<file path="src/rtl/decoder_seq_pkg.sv">
// Shared types and sizing for the sequenced select/enable decoder.
package decoder_seq_pkg;

    localparam int unsigned N = 5;
    localparam int unsigned W = 1 << N;

    // Request mode codes as presented on the mode input
    typedef enum logic [1:0] {
        MODE_ONEHOT = 2'b00,
        MODE_THERMO = 2'b01,
        MODE_SWEEP  = 2'b10,
        MODE_RSVD   = 2'b11
    } mode_e;

    // Sequencer states: HOLD has a single (final) beat pending, SWEEP has more to come
    typedef enum logic [1:0] {
        S_IDLE  = 2'd0,
        S_HOLD  = 2'd1,
        S_SWEEP = 2'd2
    } state_e;

endpackage

</file>
<file path="src/rtl/decoder_seq_dec.sv">
// Combinational N-to-2**N one-hot decoder.
module decoder_seq_dec #(
    parameter int unsigned N = 5
) (
    input  logic [N-1:0]      idx_i,
    output logic [(1<<N)-1:0] onehot_o
);

    localparam int unsigned W = 1 << N;

    assign onehot_o = W'(1) << idx_i;

endmodule

</file>
<file path="src/rtl/decoder_seq.sv">
// Registered, handshaked decoder: one-hot, thermometer and multi-beat one-hot sweep.
module decoder_seq
    import decoder_seq_pkg::*;
(
    input  logic          clk,
    input  logic          rst,
    input  logic          in_valid,
    output logic          in_ready,
    input  logic [1:0]    mode,
    input  logic          enable,
    input  logic [N-1:0]  encoded,
    input  logic [N-1:0]  limit,
    output logic          out_valid,
    input  logic          out_ready,
    output logic [W-1:0]  decoded,
    output logic          out_last,
    output logic          busy
);

    state_e         state_q, state_d;
    logic [N-1:0]   p_q, p_d;
    logic [N-1:0]   limit_q, limit_d;
    logic           enable_q, enable_d;
    mode_e          mode_q, mode_d;
    logic [W-1:0]   decoded_q, decoded_d;
    logic           last_q, last_d;
    logic           valid_q, valid_d;

    logic           hs_c;
    logic           accept_c;
    logic [N-1:0]   p_inc_c;
    logic [N-1:0]   dec_idx_c;
    logic [W-1:0]   onehot_c;
    logic [W-1:0]   thermo_c;

    // Handshakes; a new request may land on the same edge as the final beat
    assign hs_c      = valid_q & out_ready;
    assign in_ready  = rst & ((state_q == S_IDLE) | (hs_c & last_q));
    assign accept_c  = in_valid & in_ready;
    assign p_inc_c   = p_q + N'(1);
    assign dec_idx_c = accept_c ? encoded : p_inc_c;

    // One shared one-hot decoder serves both the first beat and sweep advances
    decoder_seq_dec #(
        .N (N)
    ) u_dec (
        .idx_i    (dec_idx_c),
        .onehot_o (onehot_c)
    );

    // Thermometer word straight from the request index
    always_comb begin
        thermo_c = '0;
        for (int unsigned i = 0; i < W; i++) begin
            thermo_c[i] = (i <= 32'(encoded));
        end
    end

    // Next-state: capture on accept, advance sweep or retire on output handshake
    always_comb begin
        state_d   = state_q;
        p_d       = p_q;
        limit_d   = limit_q;
        enable_d  = enable_q;
        mode_d    = mode_q;
        decoded_d = decoded_q;
        last_d    = last_q;
        valid_d   = valid_q;

        if (accept_c) begin
            mode_d    = mode_e'(mode);
            enable_d  = enable;
            p_d       = encoded;
            limit_d   = limit;
            valid_d   = 1'b1;
            last_d    = 1'b1;
            state_d   = S_HOLD;
            decoded_d = '0;
            case (mode_e'(mode))
                MODE_ONEHOT: if (enable) decoded_d = onehot_c;
                MODE_THERMO: if (enable) decoded_d = thermo_c;
                MODE_SWEEP: begin
                    // Disabled sweep collapses to a single all-zero beat
                    if (enable) begin
                        decoded_d = onehot_c;
                        last_d    = (encoded == limit);
                        state_d   = (encoded == limit) ? S_HOLD : S_SWEEP;
                    end
                end
                default: ;
            endcase
        end else if (hs_c) begin
            if (last_q) begin
                state_d   = S_IDLE;
                valid_d   = 1'b0;
                decoded_d = '0;
                last_d    = 1'b0;
            end else if (state_q == S_SWEEP && mode_q == MODE_SWEEP) begin
                // Index wraps modulo 2**N; no saturation
                p_d       = p_inc_c;
                decoded_d = enable_q ? onehot_c : '0;
                last_d    = (p_inc_c == limit_q);
                state_d   = (p_inc_c == limit_q) ? S_HOLD : S_SWEEP;
            end
        end
    end

    // State and output registers, synchronous active-low reset
    always_ff @(posedge clk) begin
        if (!rst) begin
            state_q   <= S_IDLE;
            p_q       <= '0;
            limit_q   <= '0;
            enable_q  <= 1'b0;
            mode_q    <= MODE_ONEHOT;
            decoded_q <= '0;
            last_q    <= 1'b0;
            valid_q   <= 1'b0;
        end else begin
            state_q   <= state_d;
            p_q       <= p_d;
            limit_q   <= limit_d;
            enable_q  <= enable_d;
            mode_q    <= mode_d;
            decoded_q <= decoded_d;
            last_q    <= last_d;
            valid_q   <= valid_d;
        end
    end

    assign out_valid = valid_q;
    assign decoded   = decoded_q;
    assign out_last  = last_q;
    assign busy      = (state_q != S_IDLE);

endmodule

</file>
<file path="config.mk">
export PLATFORM = sky130hd
export DESIGN_NAME = decoder_seq
export DESIGN_NICKNAME = d
export VERILOG_FILES = /design/src/rtl/decoder_seq_pkg.sv /design/src/rtl/decoder_seq_dec.sv /design/src/rtl/decoder_seq.sv
export SDC_FILE = /design/constraint.sdc
export NUM_CORES = 1
export LEC_CHECK = 0
export CAP_MARGIN = 20
export CORE_ASPECT_RATIO = 1.5
export CORE_UTILIZATION = 45
export DETAILED_ROUTE_END_ITERATION = 12
export PLACE_DENSITY_LB_ADDON = 0.1
export SETUP_SLACK_MARGIN = 0.02
export SYNTH_ARGS = -nofsm -noshare
export SYNTH_HDL_FRONTEND = slang
export SYNTH_SLANG_ARGS = --single-unit
</file>
<file path="constraint.sdc">
create_clock -name clk -period 2.35 [get_ports clk]
set_clock_uncertainty 0.1 [all_clocks]
set_input_delay 0.47 -clock clk [delete_from_list [all_inputs] [get_ports clk]]
set_output_delay 0.47 -clock clk [all_outputs]
set_load 0.01 [all_outputs]
</file>
==> run metrics, run 1 <==
status completed; pin count of the biggest net entering global routing 28; antenna-violating nets left 0; Clk pwr share 30.2%; vias per inst 5.98; GP Congestion 0.949; Remaining DRCs 0; Yosys Warn Count 0; depth of the most critical reg-to-reg path 6; normalized max-slew margin 57.3%; hold wc startpoint mode_q[0]; area delta synth->final 38.1%; # IOs 53; fin crit share 97.0%; sequential area share after synthesis 33.9%; worst min-delay path class flop to flop; syn nets 373; layout cell share with drive strength beyond 1 19.9%; first-pass GRT wire length 15200 microns; most frequent cells after synthesis nand2_1 (54), dfxtp_1 (49), clkbuf_1 (20), a21oi_1 (19), o21ai_0 (18); fin crit period 2.28 ns; RSZ-0062 raised after global routing yes; Power Dens Cells 525 mW/mm^2; initial antenna violation count 0; Total GRT Usage 30.6%; Crit Path Class primary input to flop; Critical Path Sink Type flop; chip width 67.5 microns; CTS buffer count 5; Hold Buf Count CTS 0; Hold Vio Cnt, Final 0; GRT overflow 0; CP dominant cell by count o21ai_0; DP Worst Slack -0.257 ns; Die Span Y 100 microns; CTS Buffer Depth 2; Internal Power 1.46 mW; Seq cells post-synth 49; Critical Path RT 2.49 ns; number of port buffers 52; WHS Path Cells 2; Synth top area share 33.9%; filler instances 575; Top FF cell, synth dfxtp_1; core area 0.00617 sq mm; Final Net Count 465; setup violators final 0; fin. max-slew vios 0; most common cell in the netlist nand2_1; CTS sink count 49; FF-to-FF End decoded[26]; Critical Path AT 2.41 ns; min setup slack post-route 0.0714 ns; CP Cell Sequence clkdlybuf4s50_1, nand4bb_1, nand3_1, buf_4, o21ai_0, o21ai_0, o211ai_1; worst r2r src p_q[2]; Root Driver clkbuf_8; WHS 0.366 ns; drt pass-1 iters 5; critical path's largest stage delay 0.47 ns; netlist area before placement 0.00289 sq mm; Initial DRC Count 176; EDFF count, synth 0; maximum vdd drop 332 uV; Crit Path Max Fanout 5; max-cap violations 0; via count 3120; CTS tree done; Slowest cell on crit path clkdlybuf4s50_1; Worst-path clk slew 0.10 ns; Hold EP mode_q[0]; Row Count 35; vias in the first global route 3043; largest cells by area after synthesis dfxtp_1 (34%), nand2_1 (7.0%), o221ai_1 (4.2%), xnor2_1 (3.3%), a21oi_1 (3.3%); die area 0.00676 sq mm; routed len/inst 19.0 microns; final instance area 0.00399 sq mm; cell taking the most area after synthesis dfxtp_1; cell count after synthesis 355; switching power 0.636 mW; H-Tree Depth 2; Mean Syn Cell Area 8.15 sq um; FMAX 439 MHz; total wire length 9910 microns; Worst-Skew Late Latency 0.31 ns; Post-CTS Setup Bufs 0; Final HPWL DP 7470 microns; Startpoint Class primary input; number of diodes 0; Logic pwr share 26.2%; Worst-Margin Slew 0.634 ns; Placed Area 0.00387 sq mm; Initial Utilization 46.8%; share of flip-flops with an asynchronous set or reset 0%; sequential power share 43.6%; Netlist cell types 66; switching share of total power 30.3%; reg-to-reg slack, setup 0.14 ns; Static Leak 1.53 nW
-- cell type report --
cell class / instances / area [sq um] / area share [%]
clock buffer: 5 / 68.8 / 1.72
clock inverter: 3 / 43.8 / 1.10
inverter: 7 / 26.3 / 0.658
multi-input combinational: 267 / 1750 / 43.8
sequential: 49 / 981 / 24.6
tap: 74 / 92.6 / 2.32
timing repair buffer: 117 / 1030 / 25.8
-- cells in the final DEF, fill, tap and decap left out, types with 3 or more instances in the layout --
master           Yosys  layout
o211ai_1             6       6
nor2_1              17      17
dfxtp_1             49      49
nand3_1             17      17
nand2_1             54      54
nand2b_1             3       3
buf_4                1      63
nor3_1               8       8
xor2_1               7       7
or3_1                3       3
xnor2_1             11      11
o22ai_1              4       4
o221ai_1            14      14
a21oi_1             19      19
and3_1               4       4
o32a_1               4       4
clkdlybuf4s50_1      0      51
a211oi_1             5       5
a31oi_1             15      15
inv_1                5       5
clkbuf_8             0       5
o21ai_0             18      17
mux2i_1              3       3
-- sequential cells by signal, summed over array words and instances (netlist names) --
signal     count
state_q        2
p_q            5
decoded       32
limit_q        5
out_last       1
out_valid      1
enable_q       1
mode_q         2
-- repair_timing --
action                                 CTS  global route
gates resized for setup                  1             6
endpoints found under the hold margin    0             0
setup endpoints to repair                1            12
-- cells by family after synthesis --
logic type | share of synthesized area (%)
adder cells (fa/ha/maj) | 0.432
AND/OR/NAND/NOR | 21.1
multiplexers | 1.82
flip-flops | 33.9
XOR/XNOR | 7.87
AO/OA/AOI/OAI | 28.8
buffers and inverters | 6.06
-- routing by layer --
layer	wire length, microns	vias to the layer above	global-route usage, %	share of wire (%)
li1	-	1500	-	-
met1	3940	1483	35.3	40
met2	5200	109	53.8	52
met3	456	28	4.32	4.6
met4	313	0	13.7	3.2
met5	0	-	0	0
-- how the worst max path moves through the flow --
stage,startpoint,endpoint,slack (ns),depth (start not counted)
5_1_grt,rst,decoded[24],0.002,7
2_1_floorplan,p_q[0],decoded[0],0.36,6
4_1_cts,out_ready,decoded[27],0.06,7
3_5_place_dp,out_ready,decoded[27],-0.26,7
6_report,rst,decoded[24],0.07,7
3_3_place_gp,out_ready,decoded[27],-0.30,7
-- power groups by stage --
stage,Sequential [mW],Clock [mW],Combinational (mW)
CTS,0.914,0.640,0.543
global placement,0.931,0,0.537
detailed placement,0.932,0,0.541
floorplan,0.930,0,0.285
finish,0.914,0.634,0.550
global route,0.920,0.668,0.589
-- per-stage QoR --
| step | power [mW] | setup TNS (ns) | std cells | utilization (%) |
|---|---|---|---|---|
| after detailed placement | 1.47 | -4.67 | 514 | 62.7 |
| after global routing | 2.18 | 0 | 522 | 64.7 |
| after floorplan | 1.22 | 0 | 355 | - |
| final | 2.10 | 0 | 522 | 64.7 |
| after global placement | 1.47 | -3.84 | 514 | 62.7 |
| after CTS | 2.10 | 0 | 522 | 64.5 |
-- critical path: cells and delay by family --
kind | cells | cell delay (ns)
buf+inv | 2 | 0.65
compound gates | 3 | 0.85
simple gates | 2 | 0.43
No activity file was read; power rests on OpenSTA's default activity.
==> run 2: changes to the inputs <==
Settings changed: ABC_CLOCK_PERIOD_IN_PS set to 2350, CAP_MARGIN 20 to 10.
==> results of run 2 <==
Same layout as run 1: the final DEF is identical, and so are final timing and power.
